--- src/rtl/mem_access_stage.sv ---
// Memory-access stage: lane-shifts stores, byte-selects and extends loads over a valid/ready data port.
// Latency: 1 cycle for non-memory ops; at least 3 cycles for loads/stores (accept, request, response).
// Backpressure: outStall holds upstream while a transaction is outstanding; request held until dreq_ready.
module mem_access_stage #(
  parameter int BUS_DATA_WIDTH = 64
) (
  input  logic                        clk,
  input  logic                        reset_n,
  input  logic                        inValid,
  input  logic                        inMemRead,
  input  logic                        inMemWrite,
  input  logic                        inMemOrReg,
  input  logic                        inRegWrite,
  input  logic [4:0]                  inDestReg,
  input  logic [BUS_DATA_WIDTH-1:0]   inResult,
  input  logic [BUS_DATA_WIDTH-1:0]   inStoreData,
  input  logic [2:0]                  inFunct3,
  output logic                        outStall,
  output logic                        dreq_valid,
  output logic                        dreq_write,
  output logic [BUS_DATA_WIDTH-1:0]   dreq_addr,
  output logic [BUS_DATA_WIDTH-1:0]   dreq_wdata,
  output logic [BUS_DATA_WIDTH/8-1:0] dreq_wstrb,
  input  logic                        dreq_ready,
  input  logic                        dresp_valid,
  input  logic [BUS_DATA_WIDTH-1:0]   dresp_rdata,
  output logic                        outValid,
  output logic                        outRegWrite,
  output logic [4:0]                  outDestReg,
  output logic [BUS_DATA_WIDTH-1:0]   outData,
  output logic                        outMisaligned
);
  localparam int LANES = BUS_DATA_WIDTH / 8;

  typedef enum logic [1:0] {IDLE, REQ, WAIT} state_t;

  state_t                    state;
  logic [BUS_DATA_WIDTH-1:0] addrQ;
  logic [BUS_DATA_WIDTH-1:0] storeQ;
  logic [2:0]                funct3Q;
  logic [4:0]                destQ;
  logic                      writeQ;
  logic                      regWriteQ;

  logic                      isMem;
  logic                      sizeLegal;
  logic                      aligned;
  logic                      accessOk;
  logic [LANES-1:0]          sizeMask;
  logic [BUS_DATA_WIDTH-1:0] rdShift;
  logic [BUS_DATA_WIDTH-1:0] loadVal;

  // The writeback mux choice is already implied by the mem-op flags here.
  logic unusedMemOrReg;
  assign unusedMemOrReg = inMemOrReg;

  // Classify the incoming instruction: memory op, legal size, natural alignment.
  always_comb begin
    isMem     = inMemRead | inMemWrite;
    sizeLegal = inMemWrite ? ~inFunct3[2] : (inFunct3 != 3'b111);
    case (inFunct3[1:0])
      2'b00:   aligned = 1'b1;
      2'b01:   aligned = ~inResult[0];
      2'b10:   aligned = (inResult[1:0] == 2'b00);
      default: aligned = (inResult[2:0] == 3'b000);
    endcase
    accessOk = sizeLegal & aligned;
  end

  // Drive the request port from latched fields so it stays stable until accepted.
  always_comb begin
    case (funct3Q[1:0])
      2'b00:   sizeMask = 8'h01;
      2'b01:   sizeMask = 8'h03;
      2'b10:   sizeMask = 8'h0F;
      default: sizeMask = 8'hFF;
    endcase
    dreq_valid = (state == REQ);
    dreq_write = dreq_valid & writeQ;
    dreq_addr  = dreq_valid ? {addrQ[BUS_DATA_WIDTH-1:3], 3'b000} : '0;
    dreq_wdata = dreq_write ? (storeQ << {addrQ[2:0], 3'b000}) : '0;
    dreq_wstrb = dreq_write ? (sizeMask << addrQ[2:0]) : '0;
  end

  // Pick the addressed lanes out of the response and extend to the access size.
  always_comb begin
    rdShift = dresp_rdata >> {addrQ[2:0], 3'b000};
    case (funct3Q)
      3'b000:  loadVal = {{(BUS_DATA_WIDTH-8){rdShift[7]}}, rdShift[7:0]};
      3'b001:  loadVal = {{(BUS_DATA_WIDTH-16){rdShift[15]}}, rdShift[15:0]};
      3'b010:  loadVal = {{(BUS_DATA_WIDTH-32){rdShift[31]}}, rdShift[31:0]};
      3'b100:  loadVal = {{(BUS_DATA_WIDTH-8){1'b0}}, rdShift[7:0]};
      3'b101:  loadVal = {{(BUS_DATA_WIDTH-16){1'b0}}, rdShift[15:0]};
      3'b110:  loadVal = {{(BUS_DATA_WIDTH-32){1'b0}}, rdShift[31:0]};
      default: loadVal = rdShift;
    endcase
  end

  assign outStall = (state != IDLE);

  // Transaction FSM with registered writeback outputs; outValid/outMisaligned/outRegWrite pulse.
  always_ff @(posedge clk or negedge reset_n) begin
    if (!reset_n) begin
      state         <= IDLE;
      addrQ         <= '0;
      storeQ        <= '0;
      funct3Q       <= '0;
      destQ         <= '0;
      writeQ        <= 1'b0;
      regWriteQ     <= 1'b0;
      outValid      <= 1'b0;
      outRegWrite   <= 1'b0;
      outDestReg    <= '0;
      outData       <= '0;
      outMisaligned <= 1'b0;
    end else begin
      outValid      <= 1'b0;
      outRegWrite   <= 1'b0;
      outMisaligned <= 1'b0;
      case (state)
        IDLE: begin
          if (inValid) begin
            if (!isMem) begin
              outValid    <= 1'b1;
              outRegWrite <= inRegWrite;
              outDestReg  <= inDestReg;
              outData     <= inResult;
            end else if (!accessOk) begin
              outValid      <= 1'b1;
              outMisaligned <= 1'b1;
              outDestReg    <= inDestReg;
            end else begin
              addrQ     <= inResult;
              storeQ    <= inStoreData;
              funct3Q   <= inFunct3;
              destQ     <= inDestReg;
              writeQ    <= inMemWrite;
              regWriteQ <= inRegWrite;
              state     <= REQ;
            end
          end
        end
        REQ: begin
          if (dreq_ready) state <= WAIT;
        end
        WAIT: begin
          if (dresp_valid) begin
            state       <= IDLE;
            outValid    <= 1'b1;
            outDestReg  <= destQ;
            outRegWrite <= writeQ ? 1'b0 : regWriteQ;
            outData     <= writeQ ? '0 : loadVal;
          end
        end
        default: state <= IDLE;
      endcase
    end
  end
endmodule

--- config.mk ---
export PLATFORM = sky130hd
export DESIGN_NAME = mem_access_stage
export DESIGN_NICKNAME = d
export VERILOG_FILES = /design/src/rtl/mem_access_stage.sv
export SDC_FILE = /design/constraint.sdc
export NUM_CORES = 1
export LEC_CHECK = 0
export ABC_AREA = 0
export CAP_MARGIN = 20
export CELL_PAD_IN_SITES_DETAIL_PLACEMENT = 1
export CELL_PAD_IN_SITES_GLOBAL_PLACEMENT = 2
export CORE_AREA = 3 3 215 217
export CTS_BUF_LIST = sky130_fd_sc_hd__clkbuf_8
export DETAILED_ROUTE_END_ITERATION = 8
export DIE_AREA = 0 0 218 220
export GPL_TIMING_DRIVEN = 0
export PLACE_DENSITY_LB_ADDON = 0.1
export SYNTH_ARGS = -nofsm -noshare
export SYNTH_HDL_FRONTEND = slang
export SYNTH_SLANG_ARGS = --single-unit
--- constraint.sdc ---
create_clock -name clk -period 2.85 [get_ports clk]
set_input_delay 0.285 -clock clk [delete_from_list [all_inputs] [get_ports clk]]
set_output_delay 0.285 -clock clk [all_outputs]
set_load 0.03 [all_outputs]
==> results of run 1 <==
==> cell families (layout without fill, tap and decap cells) <==
logic type | after synthesis | after routing | share of synthesized area, %
AOI/OAI and AO/OA | 284 | 284 | 14.7
buffers and inverters | 114 | 629 | 4.00
DFF | 212 | 212 | 41.3
muxes | 286 | 286 | 26.2
other | 1 | 6 | 0.0292
and+or+nand+nor | 364 | 365 | 13.7
==> registers in the layout (all words and copies together) (netlist names) <==
| name | count |
|---|---|
| outDestReg | 5 |
| funct3Q | 3 |
| destQ | 5 |
| outMisaligned | 1 |
| outData | 64 |
| storeQ | 64 |
| addrQ | 64 |
| state | 2 |
| outValid | 1 |
| regWriteQ | 1 |
| writeQ | 1 |
| outRegWrite | 1 |
==> stage by stage <==
stage,instance area (sq um),instances
after CTS,19400,2362
after detailed placement,17800,2273
after global placement,17700,2270
after global routing,19500,2373
final,19500,2374
after floorplan,12800,1263
==> where the power goes <==
part,internal (W),total (W),switching [W]
clock network,0.00185,0.00329,0.00144
registers,0.00418,0.00519,0.00101
logic,0.00471,0.0106,0.00590
total,0.0107,0.0191,0.00835
==> routing by layer <==
metal / wire length (microns) / up-vias
met1: 26100 / 6266
met3: 2780 / 70
met2: 34100 / 357
met4: 1330 / 4
met5: 23 / -
li1: - / 5539
==> area by class of cell <==
cell class	instances	area (sq um)
plain buffers	103	848
clock inverters	27	211
repair buffers	445	4170
multi-input cells	938	7530
inverters	5	25.0
fillers	4953	24800
diodes	3	7.51
well taps	592	741
clock buffers	49	674
flip-flops and latches	212	5310
==> how the worst max path moves through the flow <==
stage / slack (ns) / cells past startpoint / to / start
floorplan: 0.0007 / 9 / dreq_wstrb[7] / addrQ[1]
global placement: -7.94 / 1 / storeQ[18] / reset_n
detailed placement: -1.29 / 11 / dreq_wdata[49] / addrQ[1]
CTS: -0.08 / 11 / dreq_wdata[55] / addrQ[1]
global route: -0.02 / 9 / dreq_wdata[55] / addrQ[1]
finish: 0.05 / 7 / dreq_wstrb[1] / addrQ[0]
==> layout by cell type, fill, tap and decap left out, drive strengths merged, types with 69 or more instances in the layout <==
master	instances
a21oi	69
and2	70
buf	125
clkbuf	116
clkdlybuf4s50	283
dfrtp	212
mux2	171
mux2i	92
nand2	124
nor2	84
o21ai	98
==> repair_timing <==
| action | 4_1_cts | 5_1_grt |
|---|---|---|
| buffers inserted | 13 | 9 |
| pin swaps | 17 | 3 |
| endpoints found under the hold margin | 100 | 0 |
| hold buffers | 1 | 0 |
| cloned | 3 | 1 |
| resized for setup | 623 | 46 |
| endpoints found under the setup margin | 259 | 84 |
==> summary.md, run 1 <==
| Metric | Value |
|---|---|
| Share of cells above drive strength 1 | `30.3%` |
| Gp weighted congestion | `0.894` |
| # rows | `77` |
| Initial DRC Count | `645` |
| CP required | `2.57 ns` |
| #FFs+latches synth | `212` |
| Async set or reset register ratio after synthesis | `100%` |
| R2r setup slk | `0.16 ns` |
| Clock Sinks | `212` |
| Final layout net count | `~2,000` |
| Vias in the first global route | `13,100` |
| Max Buffers Root-to-Sink | `3` |
| Initial antenna violation count | `5` |
| Global-route wire length before repair | `91.3 mm` |
| Crit path capture type | `output port` |
| Status | `complete, no violations` |
| Clock Skew | `around 0.057 ns` |
| Worst slew pin tran | `1.17 ns` |
| Max-cap violations | `0` |
| GRT Resource Usage Total | `26.1%` |
| GR Util met3 | `4.14%` |
| Tot Pwr | `0.0191 W` |
| Die width | `218 microns` |
| Fmax | `approximately 360 MHz` |
| Post-synth top area share | `41.3%` |
| Clk slew on worst S/H paths | `0.06 ns` |
| Synthesis warning total | `0` |
| Sequential area share after synthesis | `41.3%` |
| Starting Density | `29.0%` |
| Slew headroom | `21.8%` |
| CP top delay family | `buffers and inverters` |
| Hold WS | `roughly 0.28 ns` |
| Worst path max stage delay | `between 0.3 and 0.4 ns` |
| R2R cell count | `6` |
| Critical path launch point type | `flip-flop` |
| Most numerous cell in the Yosys netlist | `dfrtp_1` |
| Layout area overhead | `52.1%` |
| Gr busiest metal | `met2` |
| DR pass1 iterations | `5` |
| Slowest CP cell | `clkdlybuf4s15_2` |
| # setup viols final | `0` |
| Critical-path cell list | `buf_6 > buf_8 > buf_6 > clkbuf_4 > nor2_1 > nor2_1 > clkdlybuf4s15_2` |
| Cell accounting for the most synthesized area | `dfrtp_1` |
| Final core utilization | `about 44%` |
| Final period utilization | `98.1%` |
| Final routed DRC violation total | `0` |
| Synth Instances | `1,261` |
| P_leak | `8.41 nW` |
| Setup ws final | `0.0531 ns` |
| Peak VDD IR | `0.379 mV` |
| Yosys cell types | `53` |
| Max Slew Vio Count | `0` |
| Fin crit period | `2.80 ns` |
| Worst Hold Class | `input pin to asynchronous set/reset pin` |
| DPL Wire Length | `between 50 and 60 mm` |
| Post-DRT Antenna Nets | `0` |
| Global Route met2 Usage | `a little under 50%` |
| H-tree depth | `2` |
| CORE AREA | `44,300 sq um` |
| Top_reg_cell synth | `dfrtp_1` |
| Wire per inst | `27.1 microns` |
| Top cells by area, synth | `dfrtp_1, mux2_2, mux2i_1` |
| Avg Inst Size Synth | `10.2 sq um` |
| Critical-path maximum fanout | `10` |
| Vias post-DR | `12,200` |
| Routed WL | `64.4 mm` |
| CTS buffer count | `42` |
| Worst slack, placed | `-1.29 ns` |
| WP buf/inv | `5` |
| Final hold violation count | `0` |
| CTS tree | `built` |
| I/O pins | `420` |
| Final setup TNS | `0 ns` |
| Buffers on Ports | `415` |
| GRT Residual Overflow | `0` |
| Critical Setup Path Class | `flip-flop to output port` |
| Post-synth EDFFs | `0` |
| Die area | `around 48,000 sq um` |
| Critical R2R Launch | `state[0]` |
| RSZ-0062 raised after global routing | `true` |
| Most frequent cells after synthesis | `dfrtp_1, mux2_2, nand2_1, mux2i_1, nor2_1` |
| Largest net degree at the start of global routing | `roughly 110` |
| Crit path DAT | `2.51 ns` |
| Mapped cell area | `12,800 sq um` |
| Chip Height | `220 microns` |
| Root Buffer | `clkbuf_8` |
| Worst r2r dst | `storeQ[2]` |
| Met1 Use GR | `31.4%` |
| Worst skew pair latency | `0.63 ns` |
| Pwr dens | `978 nW/um^2` |
| Via density | `5.15` |
No activity file was read; power rests on OpenSTA's default activity.
==> run 2, diff against run 1 <==
--- a/config.mk
+++ b/config.mk
@@ -15,6 +15,7 @@
 export DIE_AREA = 0 0 218 220
 export GPL_TIMING_DRIVEN = 0
 export PLACE_DENSITY_LB_ADDON = 0.1
+export RECOVER_POWER = 100
 export SYNTH_ARGS = -nofsm -noshare
 export SYNTH_HDL_FRONTEND = slang
 export SYNTH_SLANG_ARGS = --single-unit
==> run 2 against run 1 <==
  * Die area is the same
  * Fmax grew 0.24%
  * Count of clock-buffer cells in the layout is the same
  * Power shrank 0.98%
  * Combinational power is essentially flat
  * Sequential cell count is the same
  * Register-to-register slack lost 0.07 ns
  * Highest routed layer unchanged
==> summary.md, run 2 (same netlist as run 1, synthesis figures left out) <==
| Metric | Value |
|---|---|
| Worst path max stage delay | `0.35 ns (about the same)` |
| Top Registers | `addrQ x64, outData x64, storeQ x64` |
| CP top delay family | `buffers and inverters` |
| DR pass1 iterations | `5 (unchanged)` |
| Fmax | `358 MHz (+0.24%)` |
| Comb power frac | `55.2% (-0.4 points)` |
| Crit path DAT | `2.51 ns (about the same)` |
| Final period utilization | `97.9% (-0.24 points)` |
| Final instance count without filler cells | `2,374 (unchanged)` |
| Worst slew pin tran | `1.44 ns (+0.265 ns)` |
| Clk slew on worst S/H paths | `0.06 ns (about the same)` |
| P_leak | `8.45 nW (+0.46%)` |
| Crit path capture type | `output port` |
| NetSw | `0.00833 W (-0.17%)` |
| Slowest CP cell | `clkdlybuf4s15_2` |
| GRT Residual Overflow | `0 (unchanged)` |
| GRT Resource Usage Total | `26.1% (unchanged)` |
| Fin crit period | `2.79 ns (-0.00674 ns)` |
| Vias in the first global route | `13,100 (unchanged)` |
| Die area | `48,000 sq um (unchanged)` |
| Worst Hold Path Cells | `2` |
| DPL Wire Length | `50.6 mm (unchanged)` |
| Clock Skew | `0.0594 ns (+0.00229 ns)` |
| CTS buffer count | `42 (unchanged)` |
| R2R cell count | `9 (+3)` |
| # setup viols final | `0 (unchanged)` |
| RSZ-0062 raised after global routing | `true` |
| Worst skew pair latency | `0.63 ns (about the same)` |
| Global-route wire length before repair | `91.3 mm (unchanged)` |
| Clock power frac | `17.4% (about the same)` |
| Slew headroom | `4.15% (-18 points)` |
| Setup ws final | `0.0598 ns (+0.00674 ns)` |
| Gp weighted congestion | `0.894 (unchanged)` |
| Most frequent cells in the layout | `dfrtp_1, clkdlybuf4s50_1, mux2_2` |
| CORE AREA | `44,300 sq um (unchanged)` |
| Critical Setup Path Class | `flip-flop to output port` |
| Chip Height | `220 microns (unchanged)` |
| Max Buffers Root-to-Sink | `3 (unchanged)` |
| Wire per inst | `27.1 microns (-0.11%)` |
| WP depth | `7 (unchanged)` |
| H-tree depth | `2 (unchanged)` |
| WP buf/inv | `5 (unchanged)` |
| Critical-path cell list | `buf_6 > buf_8 > buf_6 > clkbuf_4 > nor2_1 > nor2_1 > clkdlybuf4s15_2` |
| Buffers on Ports | `415 (unchanged)` |
| Final routed DRC violation total | `0 (unchanged)` |
| Sw Ratio | `44.1% (+0.36 points)` |
| Worst Hold Class | `input pin to flip-flop` |
| Layout area overhead | `51.8%` |
| Die width | `218 microns (unchanged)` |
| Status | `complete, no violations` |
| Pwr dens | `970 nW/um^2 (-0.80%)` |
| CTS tree | `built` |
| Root Buffer | `clkbuf_8` |
| Peak VDD IR | `0.379 mV (+0.19%)` |
| Initial DRC Count | `588 (-8.8%)` |
| I/O pins | `420 (unchanged)` |
| Critical path launch point type | `flip-flop` |
| Share of cells above drive strength 1 | `30.0% (-0.28 points)` |
| Critical-path maximum fanout | `10 (unchanged)` |
| Final hold violation count | `0 (unchanged)` |
| Sequential share of power | `27.3% (about the same)` |
| Largest net degree at the start of global routing | `113 (unchanged)` |
| Commonest non-fill, non-tap cell in the layout | `dfrtp_1` |
| CP required | `2.57 ns (about the same)` |
| Routed WL | `64.3 mm (-0.11%)` |
| Internal power | `0.0106 W (-1.6%)` |
| Initial antenna violation count | `4 (-1)` |
| Starting Density | `29.0% (unchanged)` |
| Clock Sinks | `212 (unchanged)` |
| Via density | `5.17 (+0.36%)` |
| Max Slew Vio Count | `0 (unchanged)` |
| Worst slack, placed | `-1.29 ns (unchanged)` |
| Post-DRT Antenna Nets | `0 (unchanged)` |
| # rows | `77 (unchanged)` |
| DP Cell Count | `2,273 (unchanged)` |
| Final layout net count | `1,956 (unchanged)` |
| Max-cap violations | `0 (unchanged)` |
| Vias post-DR | `12,300 (+0.36%)` |
## run 2: cell count changes in the layout (fill, tap and decap cells not counted), moves of 2 or more
cell and change:
mux2_2 -2, dlygate4sd3_1 +74, buf_4 -2, clkdlybuf4s50_1 -74, buf_2 -10, mux2_1 +2
clkbuf_2 +10, clkbuf_1 +3
## run 2: final timing paths
path,start,to,slack [ns]
min in group asynchronous,reset_n,outDestReg[2],0.55
setup / recovery,addrQ[0],dreq_wstrb[1],0.06
setup reg to reg,addrQ[1],outData[45],0.09
hold reg to reg,outData[4],outData[4],0.48
hold / removal,inStoreData[51],storeQ[51],0.29
max in group asynchronous,reset_n,outData[46],0.51
## run 2: area by class of cell
class	instances	area, sq um
clock buffers	49	674
plain buffers	103	848
clock inverters	27	211
fillers	4956	24800
well taps	592	741
inverters	5	25.0
flip-flops and latches	212	5310
repair buffers	445	4140
diodes	3	7.51
multi-input cells	938	7530
## run 2: per-layer routing
layer  global-route usage, %  wire length [microns]  vias to the layer above
met5                       0                     23                        -
met3                    4.14                   2740                       69
li1                        -                      -                     5534
met2                    48.4                  34100                      378
met4                    6.48                   1360                        4
met1                    31.4                  26100                     6295
## run 2: power groups by stage
stage                     sequential, W  clock, W  combinational, W
final                           0.00517   0.00330            0.0104
after global routing            0.00533   0.00356            0.0110
after CTS                       0.00519   0.00341            0.0104
after detailed placement        0.00516         0           0.00934
after global placement          0.00512         0           0.00927
after floorplan                 0.00566         0           0.00482
## run 2: through the flow
stage	total power, W	area, sq um	setup TNS (ns)	util, %	hold WS (ns)
3_3_place_gp	0.0144	17700	-1822.93	40.0	0.464
3_5_place_dp	0.0145	17800	-152.97	40.1	0.391
4_1_cts	0.0190	19400	-0.398	43.7	0.233
2_1_floorplan	0.0105	12800	0	-	-0.0106
5_1_grt	0.0199	19500	-0.0415	43.9	0.260
6_report	0.0189	19500	0	44.0	0.290
## run 2: repair_timing
action,CTS,global route
hold endpoints to repair,100,0
pin swaps,17,3
setup endpoints to repair,259,84
gates resized for setup,623,46
hold buffers,1,0
gates cloned,3,1
buffers inserted,13,9
## run 2: worst register-to-register path: stages, from the launching register on
cell and delay, ns:
dfrtp_1 0.42, buf_4 0.22, mux2_1 0.36, mux4_2 0.50, and3_1 0.20, buf_6 0.15
o41ai_4 0.22, clkbuf_1 0.25, buf_6 0.21, o21ai_2 0.08
==> run 3, diff against run 2 <==
--- a/config.mk
+++ b/config.mk
@@ -9,10 +9,10 @@
 export CAP_MARGIN = 20
 export CELL_PAD_IN_SITES_DETAIL_PLACEMENT = 1
 export CELL_PAD_IN_SITES_GLOBAL_PLACEMENT = 2
-export CORE_AREA = 3 3 215 217
+export CORE_AREA = 3 3 208 210
 export CTS_BUF_LIST = sky130_fd_sc_hd__clkbuf_8
 export DETAILED_ROUTE_END_ITERATION = 8
-export DIE_AREA = 0 0 218 220
+export DIE_AREA = 0 0 211 213
 export GPL_TIMING_DRIVEN = 0
 export PLACE_DENSITY_LB_ADDON = 0.1
 export RECOVER_POWER = 100
==> constraint.sdc (replaced) <==
create_clock -name clk -period 3.5 [get_ports clk]
set_input_delay 0.35 -clock clk [delete_from_list [all_inputs] [get_ports clk]]
set_output_delay 0.35 -clock clk [all_outputs]
set_load 0.03 [all_outputs]
==> run 3 against run 2 <==
  * The flow now finishes with violations (max-capacitance violations, max-slew violations)
  * Critical endpoint is now dreq_wdata[49]
  * First-iteration DRC count rose by 1.9%
  * Non-clock buffer count down 22
  * Utilization rose by 0.47 points
  * Clock skew decreased by 0.0070 ns
  * Final area down 4.8%
  * Combinational power shrank 29%
  * Register-to-register slack improved by 0.19 ns
  * Power decreased by 24%
==> summary.md, run 3 (same netlist as run 1, synthesis figures left out) <==
| Metric | Value |
|---|---|
| Status | `finished with violations` |
| Violated checks | `max-capacitance violations, max-slew violations` |
| Root Buffer | `clkbuf_8` |
| Layout area overhead | `44.6%` |
| Final hold violation count | `0 (unchanged)` |
| Largest net degree at the start of global routing | `113 (unchanged)` |
| Die area | `44,900 sq um (-6.3%)` |
| Hold Path End | `storeQ[58]` |
| Initial DRC Count | `599 (+1.9%)` |
| CTS buffer count | `42 (unchanged)` |
| Worst slew pin tran | `2.74 ns (+1.31 ns)` |
| Starting Density | `30.7% (+1.8 points)` |
| CORE AREA | `41,800 sq um (-5.8%)` |
| Fmax | `295 MHz` |
| Buffers on Ports | `415 (unchanged)` |
| Final layout net count | `1,933 (-1.2%)` |
| Final routed DRC violation total | `0 (unchanged)` |
| Setup ws final | `0.112 ns (+0.0520 ns)` |
| DP Cell Count | `2,220 (-2.3%)` |
| Initial antenna violation count | `6 (+2)` |
| Top Registers | `addrQ x64, outData x64, storeQ x64` |
| Max Buffers Root-to-Sink | `3 (unchanged)` |
| Die width | `211 microns (-3.2%)` |
| Final period utilization | `96.8%` |
| Worst skew pair latency | `0.61 ns (-0.02 ns)` |
| DR pass1 iterations | `5 (unchanged)` |
| Max-cap violations | `1 (+1)` |
| Most frequent cells in the layout | `clkdlybuf4s50_1, dfrtp_1, mux2_2` |
| Vias post-DR | `12,200 (-0.85%)` |
| Post-DRT Antenna Nets | `0 (unchanged)` |
| Hold_sp | `inStoreData[58]` |
| Worst slack, placed | `-0.578 ns (+0.714 ns)` |
| Share of cells above drive strength 1 | `20.6% (-9.4 points)` |
| Routed WL | `61.2 mm (-4.8%)` |
| R2r setup slk | `0.28 ns (+0.19 ns)` |
| Commonest non-fill, non-tap cell in the layout | `clkdlybuf4s50_1` |
| Chip Height | `213 microns (-3.2%)` |
| # setup viols final | `0 (unchanged)` |
| Critical-path maximum fanout | `18 (+8)` |
| Clock Skew | `0.0524 ns (-0.00698 ns)` |
| Clock Sinks | `212 (unchanged)` |
| Max Slew Vio Count | `101 (+101)` |
| Peak VDD IR | `0.325 mV (-14%)` |
| Gp weighted congestion | `0.965 (+8.0%)` |
| Wire per inst | `26.6 microns (-1.7%)` |
| I/O pins | `420 (unchanged)` |
| Crit path capture type | `output port` |
| Final setup TNS | `0 ns (unchanged)` |
| Via density | `5.30 (+2.4%)` |
| Vias in the first global route | `13,200 (+0.90%)` |
| Critical path launch point type | `flip-flop` |
| Final instance count without filler cells | `2,299 (-3.2%)` |
| GRT Residual Overflow | `0 (unchanged)` |
| Final core utilization | `44.4% (+0.47 points)` |
| Pwr dens | `773 nW/um^2 (-20%)` |
| CTS tree | `built` |
| Fin crit period | `3.39 ns` |
| R2R cell count | `7 (-2)` |
| Worst Hold Path Cells | `2 (unchanged)` |
| Global-route wire length before repair | `88.3 mm (-3.2%)` |
| GRT Resource Usage Total | `26.6% (+0.50 points)` |
| H-tree depth | `2 (unchanged)` |
| Fill cells | `4,703 (-5.1%)` |
| Slew headroom | `-82.9% (-87 points)` |
| Worst r2r dst | `outData[39]` |
| CP required | `3.15 ns (+0.58 ns)` |
| # rows | `75 (-2.6%)` |
| Clk slew on worst S/H paths | `0.06 ns (about the same)` |
| DPL Wire Length | `48.4 mm (-4.3%)` |
| P_leak | `7.84 nW (-7.2%)` |
| Critical R2R Launch | `addrQ[2]` |
| Worst Hold Class | `input pin to flip-flop` |
| Critical Setup Path Class | `flip-flop to output port` |
| Crit path DAT | `3.04 ns (+0.53 ns)` |
run 3: cell count changes in the layout (fill, tap and decap cells not counted), moves of 10 or more:
cell	previous run	this run
a211oi_1	9	20
buf_12	10	0
clkdlybuf4s50_1	209	271
o21ai_0	52	93
buf_2	31	6
mux2i_4	17	0
o21ai_2	34	5
clkbuf_1	30	64
dlygate4sd2_1	66	35
o21ai_1	12	0
mux2i_1	66	90
inv_1	20	9
buf_4	49	16
run 3: worst max-delay path by stage:
| stage | start | end | depth (start not counted) |
|---|---|---|---|
| floorplan | addrQ[1] | dreq_wstrb[5] | 8 |
| global placement | reset_n | storeQ[19] | 1 |
| detailed placement | addrQ[1] | dreq_wdata[55] | 11 |
| CTS | addrQ[1] | dreq_wdata[53] | 10 |
| global route | addrQ[1] | dreq_wdata[58] | 8 |
| finish | addrQ[1] | dreq_wdata[49] | 10 |
run 3: metal layers:
metal | global-route usage (%) | share of wire (%) | wire length, microns | vias up
li1 | - | - | - | 5476
met1 | 31.4 | 40 | 24200 | 6187
met2 | 48.7 | 53 | 32200 | 405
met3 | 4.63 | 4.8 | 2950 | 106
met4 | 9.19 | 3.0 | 1830 | 2
met5 | 0 | 0.015 | 9 | -
run 3: power breakdown:
group          internal (W)  leakage [nW]  switching (W)
Sequential          0.00340          2.53       0.000718
Combinational       0.00306          4.80        0.00436
Clock               0.00164         0.517        0.00116
Total               0.00810          7.84        0.00623
run 3: metrics by stage:
stage | cell area, sq um | total power, W | hold WS [ns]
global route | 18600 | 0.0151 | 0.340
floorplan | 12800 | 0.00853 | 0.0544
CTS | 18700 | 0.0147 | 0.300
finish | 18600 | 0.0143 | 0.340
detailed placement | 17700 | 0.0117 | 0.460
global placement | 17700 | 0.0115 | 0.462
run 3: area by class of cell:
type	count	area, sq um	share of cell area [%]
timing repair buffer	423	4090	22.1
inverter	5	22.5	0.121
sequential	212	5310	28.6
buffer	103	531	2.86
clock inverter	20	176	0.951
antenna	5	12.5	0.0674
tap	539	674	3.64
clock buffer	55	757	4.08
multi-input combinational	937	6980	37.6
run 3: timing repair:
item / 4_1_cts / 5_1_grt
setup buffers: 1 / 2
setup endpoints to repair: 131 / 42
hold buffers: 1 / 0
resized for setup: 124 / 42
endpoints found under the hold margin: 100 / 0
pin swaps: 0 / 1
run 3: critical path, stage by stage (launching register included):
cell and delay (ns):
dfrtp_1 0.34, buf_6 0.22, buf_6 0.19, buf_6 0.21, buf_6 0.21, buf_6 0.20
a211oi_1 0.12, a211oi_1 0.32, a21oi_1 0.14, nor2_1 0.15, clkdlybuf4s15_2 0.31
